### src/rtl/ecc_seq_pkg.sv
// ----------------------------------------------------------------------------
// ecc_seq_pkg
// Shared types for the P-256 point-multiplier run sequencer.
//   state_e   : sequencer FSM states
//   ERR_*     : err_o codes reported to the register block
// ----------------------------------------------------------------------------
package ecc_seq_pkg;

    typedef enum logic [2:0] {
        S_IDLE,
        S_LAUNCH,
        S_ACK,
        S_RUN,
        S_CHECK,
        S_FAULT,
        S_DONE
    } state_e;

    localparam logic [1:0] ERR_NONE  = 2'd0;
    localparam logic [1:0] ERR_ACK   = 2'd1;
    localparam logic [1:0] ERR_WDOG  = 2'd2;
    localparam logic [1:0] ERR_WORDS = 2'd3;

endpackage

### src/rtl/ecc_pmul_sequencer_if.sv
// ----------------------------------------------------------------------------
// ecc_pmul_sequencer_if
// Sequencer <-> curve_mul_256 core control bundle.
//   core_ena_o     : 1-cycle launch pulse (sequencer -> core)
//   core_rst_n_o   : core soft reset, active low (sequencer -> core)
//   core_rdy_i     : core idle / result ready (core -> sequencer)
//   core_rx_wren_i : Rx result-word write strobe (core -> sequencer)
//   core_ry_wren_i : Ry result-word write strobe (core -> sequencer)
// Signal names carry the sequencer's point of view.
// ----------------------------------------------------------------------------
interface ecc_pmul_sequencer_if;

    logic core_ena_o;
    logic core_rst_n_o;
    logic core_rdy_i;
    logic core_rx_wren_i;
    logic core_ry_wren_i;

    modport master (
        output core_ena_o, core_rst_n_o,
        input  core_rdy_i, core_rx_wren_i, core_ry_wren_i
    );

    modport slave (
        input  core_ena_o, core_rst_n_o,
        output core_rdy_i, core_rx_wren_i, core_ry_wren_i
    );

endinterface

### src/rtl/ecc_seq_run_meter.sv
// ----------------------------------------------------------------------------
// ecc_seq_run_meter
// Per-run measurement: saturating cycle counter with watchdog compare and
// Rx/Ry result-word strobe counters (saturating at pWORDS+1).
//   clk, rst_n : clock, async active-low reset
//   clr        : zero all counters
//   en         : count cycles / strobes this cycle
//   rx_wren    : Rx word strobe
//   ry_wren    : Ry word strobe
//   timeout    : watchdog limit, 0 disables
//   cnt        : cycles counted so far in this run
//   words_ok   : both word counts equal pWORDS
//   expired    : this enabled cycle brings the count to the limit
// ----------------------------------------------------------------------------
module ecc_seq_run_meter #(
    parameter int pWORDS = 8
) (
    input  logic        clk,
    input  logic        rst_n,
    input  logic        clr,
    input  logic        en,
    input  logic        rx_wren,
    input  logic        ry_wren,
    input  logic [31:0] timeout,
    output logic [31:0] cnt,
    output logic        words_ok,
    output logic        expired
);

    localparam int              WC_W   = $clog2(pWORDS + 2);
    localparam logic [WC_W-1:0] WC_SAT = WC_W'(pWORDS + 1);
    localparam logic [WC_W-1:0] WC_EXP = WC_W'(pWORDS);

    logic [1:0]            wren;
    logic [1:0][WC_W-1:0]  wc_q;
    logic [31:0]           cnt_nxt;

    assign wren    = {ry_wren, rx_wren};
    assign cnt_nxt = (cnt == '1) ? cnt : cnt + 32'd1;

    // Evaluated on the incremented value so a run whose rdy lands on the
    // limit cycle reports cycles == timeout; the FSM lets rdy win that tie.
    assign expired  = en && (timeout != '0) && (cnt_nxt >= timeout);
    assign words_ok = (wc_q[0] == WC_EXP) && (wc_q[1] == WC_EXP);

    always_ff @(posedge clk or negedge rst_n) begin
        if (!rst_n) begin
            cnt  <= '0;
            wc_q <= '0;
        end else if (clr) begin
            cnt  <= '0;
            wc_q <= '0;
        end else if (en) begin
            cnt <= cnt_nxt;
            for (int i = 0; i < 2; i++)
                if (wren[i] && wc_q[i] != WC_SAT)
                    wc_q[i] <= wc_q[i] + 1'b1;
        end
    end

endmodule

### src/rtl/ecc_pmul_sequencer.sv
// ----------------------------------------------------------------------------
// ecc_pmul_sequencer
// Run controller for the P-256 point multiplier. Launches 1..N back-to-back
// scalar multiplications per start, gates the capture trigger to one run,
// measures ena-to-rdy latency, and soft-resets the core on ack timeout,
// watchdog expiry, short result-word count or abort.
//   clk, rst_n   : crypt clock, async active-low reset
//   start_i      : 1-cycle start (taken only in IDLE)
//   abort_i      : cancel current command
//   repeat_i     : runs per command (0 -> 1), sampled at start
//   trig_run_i   : run index driving trigger_o, sampled at start
//   timeout_i    : per-run watchdog limit (0 = off), sampled at start
//   core         : core control bundle (master side)
//   trigger_o    : high from selected run's ena until its rdy returns
//   busy_o       : not IDLE
//   done_o       : 1-cycle completion pulse (success or error)
//   runs_done_o  : completed runs in current/last command
//   cycles_o     : latency of last completed run (saturating)
//   err_o        : error code, sticky until next start
// ----------------------------------------------------------------------------
module ecc_pmul_sequencer
    import ecc_seq_pkg::*;
#(
    parameter int pREP_W   = 8,
    parameter int pWORDS   = 8,
    parameter int pACK_MAX = 4,
    parameter int pRST_CYC = 2
) (
    input  logic                 clk,
    input  logic                 rst_n,
    input  logic                 start_i,
    input  logic                 abort_i,
    input  logic [pREP_W-1:0]    repeat_i,
    input  logic [pREP_W-1:0]    trig_run_i,
    input  logic [31:0]          timeout_i,
    ecc_pmul_sequencer_if.master core,
    output logic                 trigger_o,
    output logic                 busy_o,
    output logic                 done_o,
    output logic [pREP_W-1:0]    runs_done_o,
    output logic [31:0]          cycles_o,
    output logic [1:0]           err_o
);

    localparam int              AUX_MAX  = (pACK_MAX > pRST_CYC) ? pACK_MAX : pRST_CYC;
    localparam int              AUX_W    = $clog2(AUX_MAX + 1);
    localparam logic [AUX_W-1:0] ACK_LAST = AUX_W'(pACK_MAX - 1);
    localparam logic [AUX_W-1:0] RST_LAST = AUX_W'(pRST_CYC - 1);

    state_e              state_q, state_d;
    logic [pREP_W-1:0]   rep_q, trun_q, runs_d, eff_rep, trun_sel;
    logic [31:0]         to_q, run_cnt;
    logic [AUX_W-1:0]    aux_q;
    logic [1:0]          err_d;
    logic                trig_d, words_ok, expired, abort_hit;
    logic                ena_q, crst_n_q;

    assign eff_rep   = (rep_q == '0) ? pREP_W'(1) : rep_q;
    // Abort is ignored once the command is already winding down (FAULT/DONE).
    assign abort_hit = abort_i && (state_q inside {S_LAUNCH, S_ACK, S_RUN, S_CHECK});

    assign core.core_ena_o   = ena_q;
    assign core.core_rst_n_o = crst_n_q;

    ecc_seq_run_meter #(.pWORDS(pWORDS)) u_meter (
        .clk      (clk),
        .rst_n    (rst_n),
        .clr      (state_q == S_IDLE || state_q == S_LAUNCH),
        .en       (state_q == S_RUN),
        .rx_wren  (core.core_rx_wren_i),
        .ry_wren  (core.core_ry_wren_i),
        .timeout  (to_q),
        .cnt      (run_cnt),
        .words_ok (words_ok),
        .expired  (expired)
    );

    always_comb begin
        state_d  = state_q;
        err_d    = err_o;
        runs_d   = runs_done_o;
        trig_d   = trigger_o;
        trun_sel = trun_q;
        case (state_q)
            S_IDLE: if (start_i) begin
                state_d  = S_LAUNCH;
                err_d    = ERR_NONE;
                runs_d   = '0;
                trun_sel = trig_run_i;
            end
            S_LAUNCH: state_d = S_ACK;
            S_ACK: begin
                if (!core.core_rdy_i) state_d = S_RUN;
                else if (aux_q == ACK_LAST) begin
                    state_d = S_FAULT;
                    err_d   = ERR_ACK;
                end
            end
            S_RUN: begin
                if (core.core_rdy_i) state_d = S_CHECK;
                else if (expired) begin
                    state_d = S_FAULT;
                    err_d   = ERR_WDOG;
                end
            end
            S_CHECK: begin
                if (!words_ok) begin
                    state_d = S_FAULT;
                    err_d   = ERR_WORDS;
                end else begin
                    runs_d  = runs_done_o + 1'b1;
                    state_d = (runs_d == eff_rep) ? S_DONE : S_LAUNCH;
                end
            end
            S_FAULT: if (aux_q == RST_LAST) state_d = S_DONE;
            S_DONE:  state_d = S_IDLE;
            default: state_d = S_IDLE;
        endcase

        if (abort_hit) begin
            state_d = S_FAULT;
            err_d   = err_o;
            runs_d  = runs_done_o;
        end

        // runs_d is the index of the run about to launch.
        if (state_d == S_LAUNCH)                      trig_d = (runs_d == trun_sel);
        else if (state_d inside {S_CHECK, S_FAULT})   trig_d = 1'b0;
    end

    always_ff @(posedge clk or negedge rst_n) begin
        if (!rst_n) begin
            state_q     <= S_IDLE;
            err_o       <= ERR_NONE;
            runs_done_o <= '0;
            trigger_o   <= 1'b0;
            aux_q       <= '0;
            ena_q       <= 1'b0;
            crst_n_q    <= 1'b1;
            busy_o      <= 1'b0;
            done_o      <= 1'b0;
            cycles_o    <= '0;
            rep_q       <= '0;
            trun_q      <= '0;
            to_q        <= '0;
        end else begin
            state_q     <= state_d;
            err_o       <= err_d;
            runs_done_o <= runs_d;
            trigger_o   <= trig_d;
            // Dwell counter shared by ACK and FAULT; restarts on every state change.
            aux_q       <= (state_d != state_q) ? '0 : aux_q + 1'b1;
            ena_q       <= (state_d == S_LAUNCH);
            crst_n_q    <= (state_d != S_FAULT);
            busy_o      <= (state_d != S_IDLE);
            done_o      <= (state_d == S_DONE);
            if (state_q == S_IDLE && start_i) begin
                rep_q  <= repeat_i;
                trun_q <= trig_run_i;
                to_q   <= timeout_i;
            end
            if (state_q == S_CHECK && !abort_hit)
                cycles_o <= run_cnt;
        end
    end

endmodule

### src/flat_wrapper.sv
// flat-port wrapper written by rule: the top's interface ports become plain ports
module ecc_pmul_sequencer_flat import ecc_seq_pkg::*;
#(
    parameter int pREP_W   = 8,
    parameter int pWORDS   = 8,
    parameter int pACK_MAX = 4,
    parameter int pRST_CYC = 2
)
  (clk, rst_n, start_i, abort_i, repeat_i, trig_run_i, timeout_i, trigger_o, busy_o, done_o, runs_done_o, cycles_o, err_o, core_core_ena_o, core_core_rst_n_o, core_core_rdy_i, core_core_rx_wren_i, core_core_ry_wren_i);
  ecc_pmul_sequencer_if core_i ();
  input  logic clk;
  input  logic rst_n;
  input  logic start_i;
  input  logic abort_i;
  input  logic [pREP_W-1:0] repeat_i;
  input  logic [pREP_W-1:0] trig_run_i;
  input  logic [31:0] timeout_i;
  output logic trigger_o;
  output logic busy_o;
  output logic done_o;
  output logic [pREP_W-1:0] runs_done_o;
  output logic [31:0] cycles_o;
  output logic [1:0] err_o;
  output wire logic [$bits(core_i.core_ena_o)-1:0] core_core_ena_o;
  output wire logic [$bits(core_i.core_rst_n_o)-1:0] core_core_rst_n_o;
  input wire logic [$bits(core_i.core_rdy_i)-1:0] core_core_rdy_i;
  input wire logic [$bits(core_i.core_rx_wren_i)-1:0] core_core_rx_wren_i;
  input wire logic [$bits(core_i.core_ry_wren_i)-1:0] core_core_ry_wren_i;
  assign core_core_ena_o = core_i.core_ena_o;
  assign core_core_rst_n_o = core_i.core_rst_n_o;
  assign core_i.core_rdy_i = core_core_rdy_i;
  assign core_i.core_rx_wren_i = core_core_rx_wren_i;
  assign core_i.core_ry_wren_i = core_core_ry_wren_i;
  ecc_pmul_sequencer #(.pREP_W(pREP_W), .pWORDS(pWORDS), .pACK_MAX(pACK_MAX), .pRST_CYC(pRST_CYC)) u_core (.clk(clk), .rst_n(rst_n), .start_i(start_i), .abort_i(abort_i), .repeat_i(repeat_i), .trig_run_i(trig_run_i), .timeout_i(timeout_i), .core(core_i), .trigger_o(trigger_o), .busy_o(busy_o), .done_o(done_o), .runs_done_o(runs_done_o), .cycles_o(cycles_o), .err_o(err_o));
endmodule
### config.mk
export PLATFORM = sky130hd
export DESIGN_NAME = ecc_pmul_sequencer_flat
export DESIGN_NICKNAME = d
export VERILOG_FILES = /design/src/rtl/ecc_seq_pkg.sv /design/src/rtl/ecc_pmul_sequencer_if.sv /design/src/rtl/ecc_seq_run_meter.sv /design/src/rtl/ecc_pmul_sequencer.sv /design/src/flat_wrapper.sv
export SDC_FILE = /design/constraint.sdc
export NUM_CORES = 1
export LEC_CHECK = 0
export ABC_CLOCK_PERIOD_IN_PS = 5100
export CORE_AREA = 4 4 126 128
export CTS_BUF_LIST = sky130_fd_sc_hd__clkbuf_4
export DETAILED_ROUTE_END_ITERATION = 12
export DIE_AREA = 0 0 130 132
export GPL_TIMING_DRIVEN = 0
export PLACE_DENSITY = 0.91
export SETUP_SLACK_MARGIN = 0.5
export SYNTH_ARGS = -nofsm -noshare
export SYNTH_HDL_FRONTEND = slang
export SYNTH_SLANG_ARGS = --single-unit
export TNS_END_PERCENT = 20
### constraint.sdc
create_clock -name clk -period 5.1 [get_ports clk]
set_clock_uncertainty 0.1 [all_clocks]
set_input_delay 0.765 -clock clk [delete_from_list [all_inputs] [get_ports clk]]
set_output_delay 0.765 -clock clk [all_outputs]
set_load 0.005 [all_outputs]
==> run summary <==
The minimum period implied by the final worst setup slack came out at 4.555 ns. The sequential cell area fraction in the yosys report came out at 0.4385. The reg-to-reg critical path startpoint is u_core.u_meter.cnt[3]. The top fanout value on the critical path came out at 9. TritonCTS built the clock tree.

The pin count of the biggest net entering global routing came out at 89. After detailed routing, the total wire length is 22190 um. The detailed-placement wirelength estimate is 15770 um. The fraction of final layout cells with drive strength greater than 1 is 0.09870. The clock passes through at most 2 buffers. The worst ir drop on vdd came out at 0.3553 mV. The number of antenna violations at the first check in global routing came out at 0.

The clock input transition at the sequential cells of the worst setup and hold paths is 0.12 ns. The post-synthesis instance area came out at 8049 um^2. Once layout is done, the placed cells without fillers occupy 9938 um^2. Setup slack on the worst reg-to-reg path comes out at 0.54 ns.

The leading cell type in the layout, fill and taps excluded is nand2_1. The final core area utilization came out at 0.6686. Dividing total power by cell area gives a power density of 376.8 nW/um^2. The overall power of the completed layout came out at 3.745 mW. For this run, the total global-route usage over all layers was measured as 0.2537. At the end of routability-driven placement, the weighted congestion stood at 1.002. The critical path is of the register to register type. The final routed wire length divided by cell count came out at 17.59 um. The via count of the routed design is 7568. Leaving out fill and tap cells, the most frequent cells in the layout are 225 x nand2_1, 138 x dfrtp_1, 100 x clkdlybuf4s50_1.

The initial utilization of the core area, before any placement, comes to 0.5415. The synthesized area per cell came out at 8.749 um^2. In this run, CTS created clock tree buffers numbering 17. Of the available clock period, the critical path in the final layout requires 0.8932.

The tightest hold path in the finished design has a slack of 0.3760 ns. The endpoint required time on the critical path came out at 5.46 ns. The detailed-routing iteration count for the pre-antenna-repair pass came out at 9. Clock tree synthesis selected as its root buffer the cell clkbuf_4. The via count of the first global-routing pass is 7379. The number of nets handed over by synthesis was 1018.

The clock network latency to the later pin of the worst-skew pair is 0.59 ns. The repair_antennas step left the layout with diodes totalling 0. The post-synthesis async set-or-reset flop share came out at 1.000. The number of instances in the synthesized netlist came out at 920. The number of input and output port buffers inserted came out at 101.

For this design the top-level I/O count stands at 102. The first global-routing pass estimated 34800 um of wire. The area of the core is 14860 um^2.

The final setup violation count is 0. STA classifies the critical path endpoint as a register. The final max-slew violation count came out at 0. The die extent in y came out at 132 um. The placed standard-cell area came out at 9324 um^2.

The detailed-route vias per instance came out at 5.997. Summed over all layers, the global routing overflow is 0. The number of clock sinks seen by CTS came out at 141.

The max-cap violation count is 0. In this run the remaining antenna-violating nets after routing total 0. The chip width is 130 um. The number of DRC markers after the initial detailed-route iteration came out at 709. During synthesis, Yosys emitted a total of 0 warnings.

In the synthesized netlist the dominant register cell turns out to be dfrtp_1. In this run the most critical hold path is launched from u_core.aux_q[0]. The floorplan has 45 rows.

The top achievable clock speed is 0.2195 GHz. The flow ran to the end, and the final reports show no timing, DRC or antenna violations. The total die area came out at 17160 um^2. The critical path startpoint category is a register.

The number of nets in the finished design came out at 1159. The tightest min-delay check is of the register to register type. The arrival time at the worst endpoint is 4.92 ns. The worst pin sits at a relative slew slack of 0.3837. The register bit total from synthesis came out at 141. The transition time of the tightest slew-check pin is 0.9211 ns. The DRC violation count after routing came out at 0. The count of distinct cell types in the synthesized netlist came out at 71.

Setup repair after global routing left no endpoint under its margin. The area growth from synthesis to layout is 23.47%. The number of levels in the clock H-tree came out at 4. Tracing the worst setup path back leads to its startpoint at u_core.u_meter.cnt[3]. The leakage dissipation is 4.599 nW. The number of failing hold endpoints at the final stage came out at 0. Counting flops with a built-in enable in the synthesized netlist gives 0.
-- registers in the layout, indices dropped and copies added (netlist names) --
register                  count
u_core.trigger_o              1
u_core.core.core_ena_o        1
u_core.err_o                  2
u_core.aux_q                  3
u_core.done_o                 1
u_core.to_q                  32
u_core.trun_q                 8
u_core.busy_o                 1
u_core.state_q                3
u_core.u_meter.wc_q           8
u_core.runs_done_o            8
u_core.core.core_rst_n_o      1
u_core.rep_q                  8
u_core.u_meter.cnt           32
u_core.cycles_o              32
-- cells by family after synthesis --
family	share of synthesized area
AND/OR/NAND/NOR	0.2378
AO/OA/AOI/OAI	0.1404
flip-flops	0.4385
buffers and inverters	0.04803
XOR/XNOR	0.05658
adder cells (fa/ha/maj)	0.06684
multiplexers	0.01181
-- per-layer routing --
| metal | up-vias | track usage | share of wire |
|---|---|---|---|
| li1 | 3486 | - | - |
| met5 | - | 0 | 0 |
| met3 | 106 | 0.05794 | 0.076 |
| met2 | 399 | 0.4367 | 0.50 |
| met1 | 3577 | 0.2987 | 0.38 |
| met4 | 0 | 0.1143 | 0.045 |
-- cell usage after synthesis (all sizes together) (3+ instances only) --
library cell / instances / area share
a211oi: 5 / 0.0053
a21o: 8 / 0.0075
a21oi: 30 / 0.019
a31oi: 15 / 0.012
a41oi: 3 / 0.0033
and2: 4 / 0.0031
and3: 16 / 0.012
and4: 7 / 0.0076
buf: 12 / 0.0087
clkbuf: 35 / 0.016
dfrtp: 140 / 0.44
ha: 43 / 0.067
inv: 48 / 0.022
mux2: 4 / 0.0056
mux2i: 5 / 0.0062
nand2: 225 / 0.10
nand2b: 5 / 0.0039
nand3: 23 / 0.014
nand4: 20 / 0.016
nor2: 38 / 0.018
nor3: 14 / 0.0099
nor3b: 3 / 0.0028
nor4: 18 / 0.016
nor4b: 7 / 0.0095
o211ai: 3 / 0.0028
o21ai: 72 / 0.045
o22ai: 6 / 0.0047
o311ai: 4 / 0.0044
o31ai: 13 / 0.012
o41ai: 4 / 0.0053
or3: 4 / 0.0031
xnor2: 31 / 0.034
xor2: 21 / 0.023
-- stage by stage --
stage / TNS [ns] / instances / worst slack [ns]
6_report: 0 / 1262 / 0.5446
5_1_grt: 0 / 1262 / 0.3151
4_1_cts: 0 / 1247 / 0.5066
3_5_place_dp: 0 / 1210 / 0.09207
3_3_place_gp: -329.36 / 1209 / -2.356
2_1_floorplan: 0 / 920 / 0.8963
-- timing repair --
action | in CTS | in global routing
hold buffers | 0 | 1
gates resized for setup | 12 | 32
endpoints found under the setup margin | 8 | 9
endpoints found under the hold margin | 0 | 1
buffers inserted | 5 | 14
pin swaps | 3 | 15
-- worst max-delay path, cell delays in order, from the launching register on --
cell and delay (ns):
dfrtp_1 0.35, buf_4 0.16, and4_1 0.19, clkbuf_4 0.18, nand4_4 0.20, nor4_2 0.43
nor4b_4 0.34, and3_1 0.25, xor2_1 0.11, ha_1 0.33, nand4_1 0.21, nor4_4 0.25
nand2_1 0.15, a211oi_4 0.25, nor3_2 0.11, or2_2 0.28, buf_2 0.18, or3_1 0.37
-- layout make-up --
cell class | count | area (um^2)
clock buffer | 19 | 142.6
multi-input combinational | 683 | 4307
buffer | 47 | 216.5
sequential | 141 | 3532
fill | 1154 | 4926
clock inverter | 13 | 125.1
tap | 188 | 235.2
inverter | 49 | 183.9
timing repair buffer | 122 | 1196
-- worst paths after layout --
| path | end | cells after the start |
|---|---|---|
| max in group asynchronous | u_core.core.core_rst_n_o | 3 |
| worst max register to register | u_core.busy_o | 17 |
| worst min register to register | u_core.aux_q[0] | 1 |
| worst max-delay path | u_core.busy_o | 17 |
| min in group asynchronous | u_core.to_q[27] | 2 |
| worst min-delay path | u_core.aux_q[0] | 1 |
-- report_power, final --
group          switching (mW)  internal [mW]
logic                   0.940          0.569
registers               0.168           1.36
clock network           0.414          0.294
total                    1.52           2.22
No activity file was read; power rests on OpenSTA's default activity.
